**config.mk**
```make
export PLATFORM = sky130hd
export DESIGN_NAME = nfc_page_seq_flat
export DESIGN_NICKNAME = d
export VERILOG_FILES = /design/src/rtl/nfc_page_seq_pkg.sv /design/src/rtl/nfc_page_seq_if.sv /design/src/rtl/nfc_seq_rom.sv /design/src/rtl/nfc_page_seq.sv /design/src/flat_wrapper.sv
export SDC_FILE = /design/constraint.sdc
export NUM_CORES = 1
export LEC_CHECK = 0
export CAP_MARGIN = 20
export CORE_MARGIN = 2
export CORE_UTILIZATION = 50
export DETAILED_ROUTE_END_ITERATION = 16
export PLACE_DENSITY = 0.75
export SLEW_MARGIN = 25
export SYNTH_ARGS = -nofsm -noshare
export SYNTH_HDL_FRONTEND = slang
export SYNTH_HIERARCHICAL = 1
export SYNTH_SLANG_ARGS = --single-unit
```
**constraint.sdc**
```tcl
create_clock -name nfc_clk -period 7 [get_ports nfc_clk]
set_clock_uncertainty 0.05 [all_clocks]
set_input_delay 1.05 -clock nfc_clk [delete_from_list [all_inputs] [get_ports nfc_clk]]
set_output_delay 1.05 -clock nfc_clk [all_outputs]
set_load 0.005 [all_outputs]
```
**src/rtl/nfc_page_seq_pkg.sv**
```systemverilog
// Shared definitions for the NFC page sequencer: register offsets, ECC parity
// sizes, FSM/phase encodings, the latched page descriptor and helpers.
package nfc_page_seq_pkg;

    localparam logic [8:0] NFC_IF_CTRL0_OFFSET      = 9'h004;
    localparam logic [8:0] NFC_IF_CMD_OFFSET        = 9'h008;
    localparam logic [8:0] NFC_IF_STATUS_OFFSET     = 9'h00C;
    localparam logic [8:0] NFC_ROW_ADDR0_OFFSET     = 9'h010;
    localparam logic [8:0] NFC_ROW_ADDR1_OFFSET     = 9'h011;
    localparam logic [8:0] NFC_ROW_ADDR2_OFFSET     = 9'h012;
    localparam logic [8:0] NFC_ROW_ADDR3_OFFSET     = 9'h013;
    localparam logic [8:0] NFC_COLUMN_ADDR0_OFFSET  = 9'h014;
    localparam logic [8:0] NFC_COLUMN_ADDR1_OFFSET  = 9'h015;
    localparam logic [8:0] NFC_COLUMN_ADDR2_OFFSET  = 9'h016;
    localparam logic [8:0] NFC_COLUMN_ADDR3_OFFSET  = 9'h017;
    localparam logic [8:0] NFC_ADDR_CNT_OFFSET      = 9'h018;
    localparam logic [8:0] NFC_BLK_LEN0_OFFSET      = 9'h020;
    localparam logic [8:0] NFC_BLK_LEN1_OFFSET      = 9'h021;
    localparam logic [8:0] NFC_RED_LEN_OFFSET       = 9'h022;
    localparam logic [8:0] NFC_ECC_CFG0_OFFSET      = 9'h028;
    localparam logic [8:0] NFC_ECC_CFG1_OFFSET      = 9'h029;
    localparam logic [8:0] NFC_ECC_CTRL_OFFSET      = 9'h02A;
    localparam logic [8:0] NFC_TRN_CNT0_OFFSET      = 9'h030;
    localparam logic [8:0] NFC_TRN_CNT1_OFFSET      = 9'h031;
    localparam logic [8:0] NFC_RAND_SEED3_OFFSET    = 9'h03B;

    localparam logic [7:0] NFC_ECC_PAR_T4 = 8'd7;
    localparam logic [7:0] NFC_ECC_PAR_T8 = 8'd13;
    localparam logic [7:0] NFC_IF_CTRL0_ADDR_GO = 8'h02;

    typedef enum logic [2:0] {
        ST_IDLE,
        ST_WR,
        ST_GAP,
        ST_POLL_RD,
        ST_POLL_CHK,
        ST_DONE,
        ST_ERR
    } seq_state_t;

    typedef enum logic [1:0] {
        PH_CMD,
        PH_ADDR,
        PH_CFG
    } seq_phase_t;

    typedef struct packed {
        logic [7:0]  cmd;
        logic [31:0] row_addr;
        logic [31:0] col_addr;
        logic [5:0]  addr_cnt;
        logic [9:0]  blk_len;
        logic [4:0]  red_len;
        logic        ecc_en;
        logic        ecc_t8;
        logic        ecc_enc;
        logic [7:0]  rnd_seed;
        logic [7:0]  if_ctrl;
    } seq_desc_t;

    // Bytes moved in the data phase: payload plus ECC parity when enabled.
    function automatic logic [15:0] trn_count(input seq_desc_t d);
        logic [15:0] par;
        par = 16'd0;
        if (d.ecc_en)
            par = d.ecc_t8 ? {8'd0, NFC_ECC_PAR_T8} : {8'd0, NFC_ECC_PAR_T4};
        return {6'b0, d.blk_len} + par;
    endfunction

    function automatic seq_phase_t next_phase(input seq_phase_t p);
        case (p)
            PH_CMD:  return PH_ADDR;
            default: return PH_CFG;
        endcase
    endfunction

endpackage

```
**src/rtl/nfc_page_seq_if.sv**
```systemverilog
// Byte-wide NFC register port: the sequencer is the master, the NFC the slave.
interface nfc_page_seq_if;
    logic [8:0] mif_nfc_reg_addr;
    logic       mif_nfc_reg_wr;
    logic       mif_nfc_reg_rd;
    logic [7:0] mif_nfc_reg_din;
    logic [7:0] nfc_mif_reg_dout;

    modport master (
        output mif_nfc_reg_addr,
        output mif_nfc_reg_wr,
        output mif_nfc_reg_rd,
        output mif_nfc_reg_din,
        input  nfc_mif_reg_dout
    );

    modport slave (
        input  mif_nfc_reg_addr,
        input  mif_nfc_reg_wr,
        input  mif_nfc_reg_rd,
        input  mif_nfc_reg_din,
        output nfc_mif_reg_dout
    );
endinterface

```
**src/rtl/nfc_seq_rom.sv**
```systemverilog
// Write table for each sequencer phase: maps (phase, step, descriptor) to the
// register offset, data byte and a flag marking the final write of the phase.
module nfc_seq_rom
    import nfc_page_seq_pkg::*;
(
    input  seq_phase_t phase,
    input  logic [3:0] idx,
    input  seq_desc_t  desc,
    output logic [8:0] offset,
    output logic [7:0] data,
    output logic       last
);
    logic [15:0] trn;

    assign trn = trn_count(desc);

    always_comb begin
        offset = '0;
        data   = '0;
        last   = 1'b0;
        case (phase)
            PH_CMD: begin
                offset = NFC_IF_CMD_OFFSET;
                data   = desc.cmd;
                last   = 1'b1;
            end
            PH_ADDR: begin
                case (idx)
                    4'd0: begin offset = NFC_ROW_ADDR0_OFFSET;    data = desc.row_addr[7:0];   end
                    4'd1: begin offset = NFC_ROW_ADDR1_OFFSET;    data = desc.row_addr[15:8];  end
                    4'd2: begin offset = NFC_ROW_ADDR2_OFFSET;    data = desc.row_addr[23:16]; end
                    4'd3: begin offset = NFC_ROW_ADDR3_OFFSET;    data = desc.row_addr[31:24]; end
                    4'd4: begin offset = NFC_COLUMN_ADDR0_OFFSET; data = desc.col_addr[7:0];   end
                    4'd5: begin offset = NFC_COLUMN_ADDR1_OFFSET; data = desc.col_addr[15:8];  end
                    4'd6: begin offset = NFC_COLUMN_ADDR2_OFFSET; data = desc.col_addr[23:16]; end
                    4'd7: begin offset = NFC_COLUMN_ADDR3_OFFSET; data = desc.col_addr[31:24]; end
                    4'd8: begin offset = NFC_ADDR_CNT_OFFSET;     data = {2'b0, desc.addr_cnt}; end
                    4'd9: begin
                        offset = NFC_IF_CTRL0_OFFSET;
                        data   = NFC_IF_CTRL0_ADDR_GO;
                        last   = 1'b1;
                    end
                    default: last = 1'b1;
                endcase
            end
            PH_CFG: begin
                case (idx)
                    4'd0: begin offset = NFC_BLK_LEN0_OFFSET;   data = desc.blk_len[7:0];          end
                    4'd1: begin offset = NFC_BLK_LEN1_OFFSET;   data = {6'b0, desc.blk_len[9:8]};  end
                    4'd2: begin offset = NFC_RED_LEN_OFFSET;    data = {3'b0, desc.red_len};       end
                    4'd3: begin offset = NFC_ECC_CFG0_OFFSET;   data = desc.blk_len[7:0];          end
                    4'd4: begin offset = NFC_ECC_CFG1_OFFSET;   data = {6'b0, desc.blk_len[9:8]};  end
                    4'd5: begin
                        offset = NFC_ECC_CTRL_OFFSET;
                        data   = {5'b0, desc.ecc_enc, desc.ecc_t8, desc.ecc_en};
                    end
                    4'd6: begin offset = NFC_TRN_CNT0_OFFSET;   data = trn[7:0];      end
                    4'd7: begin offset = NFC_TRN_CNT1_OFFSET;   data = trn[15:8];     end
                    4'd8: begin offset = NFC_RAND_SEED3_OFFSET; data = desc.rnd_seed; end
                    4'd9: begin
                        offset = NFC_IF_CTRL0_OFFSET;
                        data   = desc.if_ctrl;
                        last   = 1'b1;
                    end
                    default: last = 1'b1;
                endcase
            end
            default: last = 1'b1;
        endcase
    end
endmodule

```
**src/rtl/nfc_page_seq.sv**
```systemverilog
// Page-operation sequencer: latches a descriptor, replays the NFC register
// writes phase by phase and polls IF_STATUS for idle between phases.
module nfc_page_seq
    import nfc_page_seq_pkg::*;
#(
    parameter logic [15:0] POLL_MAX = 16'hFFFF,
    parameter int unsigned WR_GAP   = 1
)(
    input  logic                  nfc_clk,
    input  logic                  rst_nfc,
    input  logic                  seq_start,
    input  logic [7:0]            seq_cmd,
    input  logic [31:0]           seq_row_addr,
    input  logic [31:0]           seq_col_addr,
    input  logic [5:0]            seq_addr_cnt,
    input  logic [9:0]            seq_blk_len,
    input  logic [4:0]            seq_red_len,
    input  logic                  seq_ecc_en,
    input  logic                  seq_ecc_t8,
    input  logic                  seq_ecc_enc,
    input  logic [7:0]            seq_rnd_seed,
    input  logic [7:0]            seq_if_ctrl,
    nfc_page_seq_if.master        reg_bus,
    output logic                  seq_busy,
    output logic                  seq_done,
    output logic                  seq_err
);
    seq_state_t state;
    seq_phase_t phase;
    seq_desc_t  desc_q;
    seq_desc_t  live_desc;
    logic [3:0] idx;
    logic       last_q;
    logic [15:0] poll_cnt;

    seq_phase_t rom_phase;
    logic [3:0] rom_idx;
    seq_desc_t  rom_desc;
    logic [8:0] rom_offset;
    logic [7:0] rom_data;
    logic       rom_last;

    assign live_desc = '{cmd: seq_cmd, row_addr: seq_row_addr, col_addr: seq_col_addr,
                         addr_cnt: seq_addr_cnt, blk_len: seq_blk_len, red_len: seq_red_len,
                         ecc_en: seq_ecc_en, ecc_t8: seq_ecc_t8, ecc_enc: seq_ecc_enc,
                         rnd_seed: seq_rnd_seed, if_ctrl: seq_if_ctrl};

    // The ROM looks one write ahead: on accept it sees the live descriptor,
    // and on a successful poll it sees step 0 of the following phase.
    always_comb begin
        rom_phase = phase;
        rom_idx   = idx;
        rom_desc  = desc_q;
        if (state == ST_IDLE) begin
            rom_phase = PH_CMD;
            rom_idx   = '0;
            rom_desc  = live_desc;
        end else if (state == ST_POLL_CHK) begin
            rom_phase = next_phase(phase);
            rom_idx   = '0;
        end
    end

    nfc_seq_rom u_rom (
        .phase  (rom_phase),
        .idx    (rom_idx),
        .desc   (rom_desc),
        .offset (rom_offset),
        .data   (rom_data),
        .last   (rom_last)
    );

    always_ff @(posedge nfc_clk or posedge rst_nfc) begin
        if (rst_nfc) begin
            state                    <= ST_IDLE;
            phase                    <= PH_CMD;
            desc_q                   <= '0;
            idx                      <= '0;
            last_q                   <= 1'b0;
            poll_cnt                 <= '0;
            reg_bus.mif_nfc_reg_addr <= '0;
            reg_bus.mif_nfc_reg_wr   <= 1'b0;
            reg_bus.mif_nfc_reg_rd   <= 1'b0;
            reg_bus.mif_nfc_reg_din  <= '0;
            seq_busy                 <= 1'b0;
            seq_done                 <= 1'b0;
            seq_err                  <= 1'b0;
        end else begin
            case (state)
                ST_IDLE: begin
                    if (seq_start) begin
                        desc_q                   <= live_desc;
                        phase                    <= PH_CMD;
                        idx                      <= 4'd1;
                        last_q                   <= rom_last;
                        reg_bus.mif_nfc_reg_wr   <= 1'b1;
                        reg_bus.mif_nfc_reg_addr <= rom_offset;
                        reg_bus.mif_nfc_reg_din  <= rom_data;
                        seq_busy                 <= 1'b1;
                        state                    <= ST_WR;
                    end
                end
                ST_WR, ST_GAP: begin
                    reg_bus.mif_nfc_reg_wr   <= 1'b0;
                    reg_bus.mif_nfc_reg_addr <= '0;
                    reg_bus.mif_nfc_reg_din  <= '0;
                    if (state == ST_WR && WR_GAP != 0) begin
                        state <= ST_GAP;
                    end else if (last_q) begin
                        poll_cnt                 <= '0;
                        reg_bus.mif_nfc_reg_rd   <= 1'b1;
                        reg_bus.mif_nfc_reg_addr <= NFC_IF_STATUS_OFFSET;
                        state                    <= ST_POLL_RD;
                    end else begin
                        idx                      <= idx + 4'd1;
                        last_q                   <= rom_last;
                        reg_bus.mif_nfc_reg_wr   <= 1'b1;
                        reg_bus.mif_nfc_reg_addr <= rom_offset;
                        reg_bus.mif_nfc_reg_din  <= rom_data;
                        state                    <= ST_WR;
                    end
                end
                ST_POLL_RD: begin
                    reg_bus.mif_nfc_reg_rd   <= 1'b0;
                    reg_bus.mif_nfc_reg_addr <= '0;
                    state                    <= ST_POLL_CHK;
                end
                ST_POLL_CHK: begin
                    if (!reg_bus.nfc_mif_reg_dout[0]) begin
                        if (phase == PH_CFG) begin
                            seq_done <= 1'b1;
                            seq_busy <= 1'b0;
                            state    <= ST_DONE;
                        end else begin
                            phase                    <= next_phase(phase);
                            idx                      <= 4'd1;
                            last_q                   <= rom_last;
                            reg_bus.mif_nfc_reg_wr   <= 1'b1;
                            reg_bus.mif_nfc_reg_addr <= rom_offset;
                            reg_bus.mif_nfc_reg_din  <= rom_data;
                            state                    <= ST_WR;
                        end
                    end else if (poll_cnt == POLL_MAX) begin
                        seq_err  <= 1'b1;
                        seq_busy <= 1'b0;
                        state    <= ST_ERR;
                    end else begin
                        poll_cnt                 <= poll_cnt + 16'd1;
                        reg_bus.mif_nfc_reg_rd   <= 1'b1;
                        reg_bus.mif_nfc_reg_addr <= NFC_IF_STATUS_OFFSET;
                        state                    <= ST_POLL_RD;
                    end
                end
                ST_DONE, ST_ERR: begin
                    seq_done <= 1'b0;
                    seq_err  <= 1'b0;
                    phase    <= PH_CMD;
                    idx      <= '0;
                    state    <= ST_IDLE;
                end
                default: state <= ST_IDLE;
            endcase
        end
    end
endmodule
```
**src/flat_wrapper.sv**
```systemverilog
// flat-port wrapper written by rule: the top's interface ports become plain ports
module nfc_page_seq_flat import nfc_page_seq_pkg::*;
#(
    parameter logic [15:0] POLL_MAX = 16'hFFFF,
    parameter int unsigned WR_GAP   = 1
)
  (nfc_clk, rst_nfc, seq_start, seq_cmd, seq_row_addr, seq_col_addr, seq_addr_cnt, seq_blk_len, seq_red_len, seq_ecc_en, seq_ecc_t8, seq_ecc_enc, seq_rnd_seed, seq_if_ctrl, seq_busy, seq_done, seq_err, reg_bus_mif_nfc_reg_addr, reg_bus_mif_nfc_reg_wr, reg_bus_mif_nfc_reg_rd, reg_bus_mif_nfc_reg_din, reg_bus_nfc_mif_reg_dout);
  nfc_page_seq_if reg_bus_i ();
  input  logic nfc_clk;
  input  logic rst_nfc;
  input  logic seq_start;
  input  logic [7:0] seq_cmd;
  input  logic [31:0] seq_row_addr;
  input  logic [31:0] seq_col_addr;
  input  logic [5:0] seq_addr_cnt;
  input  logic [9:0] seq_blk_len;
  input  logic [4:0] seq_red_len;
  input  logic seq_ecc_en;
  input  logic seq_ecc_t8;
  input  logic seq_ecc_enc;
  input  logic [7:0] seq_rnd_seed;
  input  logic [7:0] seq_if_ctrl;
  output logic seq_busy;
  output logic seq_done;
  output logic seq_err;
  output wire logic [$bits(reg_bus_i.mif_nfc_reg_addr)-1:0] reg_bus_mif_nfc_reg_addr;
  output wire logic [$bits(reg_bus_i.mif_nfc_reg_wr)-1:0] reg_bus_mif_nfc_reg_wr;
  output wire logic [$bits(reg_bus_i.mif_nfc_reg_rd)-1:0] reg_bus_mif_nfc_reg_rd;
  output wire logic [$bits(reg_bus_i.mif_nfc_reg_din)-1:0] reg_bus_mif_nfc_reg_din;
  input wire logic [$bits(reg_bus_i.nfc_mif_reg_dout)-1:0] reg_bus_nfc_mif_reg_dout;
  assign reg_bus_mif_nfc_reg_addr = reg_bus_i.mif_nfc_reg_addr;
  assign reg_bus_mif_nfc_reg_wr = reg_bus_i.mif_nfc_reg_wr;
  assign reg_bus_mif_nfc_reg_rd = reg_bus_i.mif_nfc_reg_rd;
  assign reg_bus_mif_nfc_reg_din = reg_bus_i.mif_nfc_reg_din;
  assign reg_bus_i.nfc_mif_reg_dout = reg_bus_nfc_mif_reg_dout;
  nfc_page_seq #(.POLL_MAX(POLL_MAX), .WR_GAP(WR_GAP)) u_core (.nfc_clk(nfc_clk), .rst_nfc(rst_nfc), .seq_start(seq_start), .seq_cmd(seq_cmd), .seq_row_addr(seq_row_addr), .seq_col_addr(seq_col_addr), .seq_addr_cnt(seq_addr_cnt), .seq_blk_len(seq_blk_len), .seq_red_len(seq_red_len), .seq_ecc_en(seq_ecc_en), .seq_ecc_t8(seq_ecc_t8), .seq_ecc_enc(seq_ecc_enc), .seq_rnd_seed(seq_rnd_seed), .seq_if_ctrl(seq_if_ctrl), .reg_bus(reg_bus_i), .seq_busy(seq_busy), .seq_done(seq_done), .seq_err(seq_err));
endmodule
```
======== After elaboration in Yosys (flattened, before gate mapping) ========
Index checks and enable logic that the tools add are counted.
word-level totals
  logic and storage cells ................. 166
  flip-flop bits (word level) ............. 160
  output and inout port bits .............. 22
operators by class
  add/sub/neg operators ................... 3
  eq/ne operators ......................... 33
  multiplexer cells ....................... 78
  reduce and logical (&&, ||, !) cells .... 29
operators by type and width
  operator                                        number
  two-way mux 112 bit                             1
  two-way mux 16 bit                              5
  one-hot mux 8 bit (10 select lines)             1
  one-hot mux 8 bit (8 select lines)              1
  one-hot mux 6 bit (10 select lines)             1
  one-hot mux 5 bit (10 select lines)             1
  one-hot mux 8 bit (3 select lines)              2
  two-way mux 9 bit                               5
  two-way mux 8 bit                               5
  one-hot mux 9 bit (4 select lines)              1
  two-way mux 4 bit                               8
  one-hot mux 16 bit (2 select lines)             1
  two-way mux 1 bit                               23
  inequality test 2 bit (second input constant)   9
  one-hot mux 6 bit (3 select lines)              1
  adder 10 x 16 -> 16 bit                         1
  adder 16 x 1 -> 16 bit (second input constant)  1
  == test 16 bit (second input constant)          1
  == test 4 x 3 -> 1 bit (second input constant)  4
  one-hot mux 4 bit (4 select lines)              1
  AND reduction 4 bit                             4
  two-way mux 3 bit                               5
  AND reduction 5 bit                             3
  two-way mux 2 bit                               7
  other kinds (27)                                51

======== Longest topological paths before layout ========
  depth in word-level cells ............... 10
  gate-level depth with buffers ........... 16
  mapped depth without buffers ............ 13

======== Modules after synthesis ========
Netlist, hierarchy kept.
modules (own cells, without submodules)
  module        cells each  instances  area each (µm²)
  nfc_page_seq  632         1          8025.2
  nfc_seq_rom   249         1          1749.2

======== Worst setup path after synthesis ========
OpenSTA, ideal clock, no wires.
  path type ............................... reg2reg
  from .................................... reg u_core.state[0]
  to ...................................... reg u_core.reg_bus.mif_nfc_reg_din[1]
  stages on the path, launching flop included .. 17
  required time ........................... 6829 ps
  path slack .............................. 3585 ps
  data arrival time ....................... 3244 ps
  cells stage by stage .................... dfrtp_1 -> buf_2 -> or2_1 -> buf_2 -> nor2_2 -> buf_2 -> mux2_2 -> nand2b_1 -> inv_1 -> ha_1 -> a21o_1 -> a21oi_2 -> a21oi_1 -> nor2b_1 -> xor2_1 -> a311o_1 -> a22o_1
RTL lines
  item                    RTL line               source
  from (decl)             nfc_page_seq.sv:28     seq_state_t state;
  from (signal assigned)  nfc_page_seq.sv:75     state <= ST_IDLE;
  from (signal assigned)  nfc_page_seq.sv:100    state <= ST_WR;
  from (signal assigned)  nfc_page_seq.sv:108    state <= ST_GAP;
  to (signal assigned)    nfc_page_seq.sv:98     reg_bus.mif_nfc_reg_din <= rom_data;
  to (signal assigned)    nfc_page_seq.sv:119    reg_bus.mif_nfc_reg_din <= rom_data;
  to (signal assigned)    nfc_page_seq.sv:140    reg_bus.mif_nfc_reg_din <= rom_data;
  to (decl)               nfc_page_seq_if.sv:13  output mif_nfc_reg_din,

==> out/results.tsv <==
metric	value	unit
Hold-fix buffers, CTS	0	
fin area	11700	µm²
Period Utilization, post-route	62.5	%
Primary FF master, synth	dfrtp_1	
Mapped Area	9770	µm²
post-CTS setup buffer count	0	
warnings from Yosys	6	
Final Power	5.23	mW
CTS resizes	0	
final hold violations	0	
I/O Buffers	137	
largest family of logic cells by synthesized area	multiplexers	
Max Freq	229	MHz
crit-path max FO	113	
CTS tree	done	
clk_lat worst skew	0.43	ns
top cells by area, synth	dfrtp_1, mux2_2, mux2_1	
row count	51	
Max H-tree Level	4	
gpl congestion	0.939	
hold path cells	1	
total gr overflow	0	
largest net degree at the start of global routing	114	
GRT Overall Usage	24.4	%
type of the worst min-delay path	reg -> reg	
Compound-Gate Fraction of Synth Area	11.7	%
Req. time, crit path	7.27	ns
R2R depth	14	
commonest non-fill, non-tap cell in the layout	mux2_2	
1st-pass router iterations	6	
XOR/XNOR share of the synthesized area	0.627	%
DRC	0	
Ant. Diodes	0	
IO Count	145	
CTS Buf Count	17	
final core occ	60.7	%
crit path launch type	flop	
vias per inst	5.86	
peak supply drop	0.305	mV
sequential area share after synthesis	41.0	%
EDFF count, synth	0	
first-pass GRT wire length	38900	µm
fraction of the mapped netlist area in adder cells	1.48	%
Die Y	144	µm
status	complete, no violations	
RSZ-0062 raised after global routing	false	
total number of vias	7426	
leakage power	4.71	nW
Placeable Area	19300	µm²
Wirelength per Cell	19.6	µm
dpl cell area	11200	µm²
vias in the first global route	7310	
Die Span X	144	µm
layout cells sized above 1	22.3	%
ys async rst share	100	%
Iter 0 DRT Violations	600	
critical path type	reg -> reg	
Pwr Density	445	nW/µm²
max-cap violations	0	
Layout area overhead	20.1	%
biggest area consumer among synthesized cells	dfrtp_1	
slew margin rel.	37.9	%
Critical Path End Type	flop	
NumNets Final	1123	
Worst Path Arrival	4.64	ns
reg-to-reg slack, setup	2.63	ns
DRT antenna net count	0	
effective utilization at floorplan	50.6	%
Worst-Margin Slew	0.931	ns
cells after synthesis	881	
Setup violations, final	0	
Max Slew Vio Count	0	
mux contribution to synthesized area	30.3	%
Final HPWL DP	17300	µm
WL final	24800	µm
Synth cell types	71	
# clock sinks	160	
share of the synthesized area in the top cell type	41.0	%
flops & latches, synth	160	
clk buf depth	2	
Synth Area in Simple Gates	10.4	%
fin crit period	4.37	ns
clock root buffer	clkbuf_16	
Avg Cell Area, Syn	11.1	µm²
initial antenna violation count	0	
TNS Setup	0	ns
Clk pin slew, worst setup/hold paths	0.06	ns
most frequent cells in the layout	mux2_2, dfrtp_1, clkdlybuf4s50_1, mux2_1, nand2_1	
die area	20700	µm²
-- cell families after synthesis --
kind of cell    count (synthesis)
compound gates                174
buf+inv                        79
simple gates                  188
fa+ha+maj                      11
mux                           261
flops                         160
other cells                     1
xor+xnor                        7
-- synthesized netlist by cell type (4+ instances only) --
| library cell | count |
|---|---|
| a2bb2oi_1 | 4 |
| a21oi_1 | 38 |
| nor2_1 | 34 |
| and3_1 | 4 |
| buf_2 | 22 |
| a21o_1 | 8 |
| mux2_1 | 75 |
| mux2i_1 | 20 |
| nor3_1 | 9 |
| nand2_1 | 55 |
| and2_1 | 7 |
| dfrtp_1 | 160 |
| o21ai_1 | 19 |
| nor3b_1 | 7 |
| nor2b_1 | 9 |
| inv_1 | 21 |
| a22o_1 | 11 |
| clkbuf_1 | 8 |
| nand3_1 | 15 |
| nand2b_1 | 11 |
| a31oi_1 | 15 |
| xor2_1 | 4 |
| a22oi_1 | 14 |
| buf_4 | 22 |
| o22ai_1 | 4 |
| buf_6 | 5 |
| mux4_2 | 4 |
| ha_1 | 10 |
| nand4_1 | 7 |
| o21ai_0 | 23 |
| a32oi_1 | 8 |
| or2_1 | 4 |
| mux2_2 | 162 |
-- sequential cells by signal (all words and copies together), names as in the netlist, 2 cells and up --
signal	count
u_core/desc_q	112
u_core/poll_cnt	16
u_core/reg_bus.mif_nfc_reg_addr	9
u_core/reg_bus.mif_nfc_reg_din	8
u_core/idx	4
u_core/state	3
u_core/phase	2
-- worst max-delay path, stage by stage, from the launching register on --
cell and delay (ns):
dfrtp_1 0.57, or2_1 0.49, nor2_4 0.17, buf_12 0.44
mux2_2 0.47, nand2b_1 0.13, inv_1 0.07, ha_1 0.28
a21o_1 0.12, a21oi_2 0.07, a21oi_1 0.36, nor2b_1 0.22
xor2_1 0.08, a311o_1 0.37, a22o_1 0.21
-- where the power goes --
part,leakage (nW),switching (mW),internal [mW]
Sequential,1.95,0.236,1.33
Clock,0.252,0.380,0.469
Combinational,2.51,1.40,1.41
-- per-stage QoR --
stage	setup WS, ns	cells	hold WS (ns)
finish	2.63	1267	0.450
global route	2.44	1267	0.462
CTS	2.73	1267	0.447
detailed placement	2.78	1235	0.436
global placement	2.81	1235	0.431
floorplan	1.58	883	0.405
-- layout make-up --
| type | count | area, µm² |
|---|---|---|
| Clock buffer | 22 | 464 |
| Clock inverter | 10 | 63.8 |
| Fill cell | 1599 | 7600 |
| Inverter | 21 | 83.8 |
| Multi-Input combinational cell | 644 | 5350 |
| Sequential cell | 160 | 4000 |
| Tap cell | 265 | 332 |
| Timing Repair Buffer | 145 | 1440 |
-- routing by layer --
metal  track usage [%]  vias to the layer above  routed length (µm)
met3              5.03                       48                1370
met4              7.33                        0                 593
met5                 0                        -                   0
met1              33.6                     3660               11200
li1                  -                     3462                   -
met2              38.8                      256               11600
-- path summary, 6_finish.rpt --
check,startpoint,end
max,u_core/state[0],u_core/reg_bus.mif_nfc_reg_din[1]
min,u_core/desc_q[84],u_core/desc_q[84]
max reg2reg,u_core/state[0],u_core/reg_bus.mif_nfc_reg_din[1]
min reg2reg,u_core/desc_q[84],u_core/desc_q[84]
max in group asynchronous,rst_nfc,u_core/reg_bus.mif_nfc_reg_addr[8]
min in group asynchronous,rst_nfc,u_core/desc_q[75]
Power figures use the tool's default switching activity.
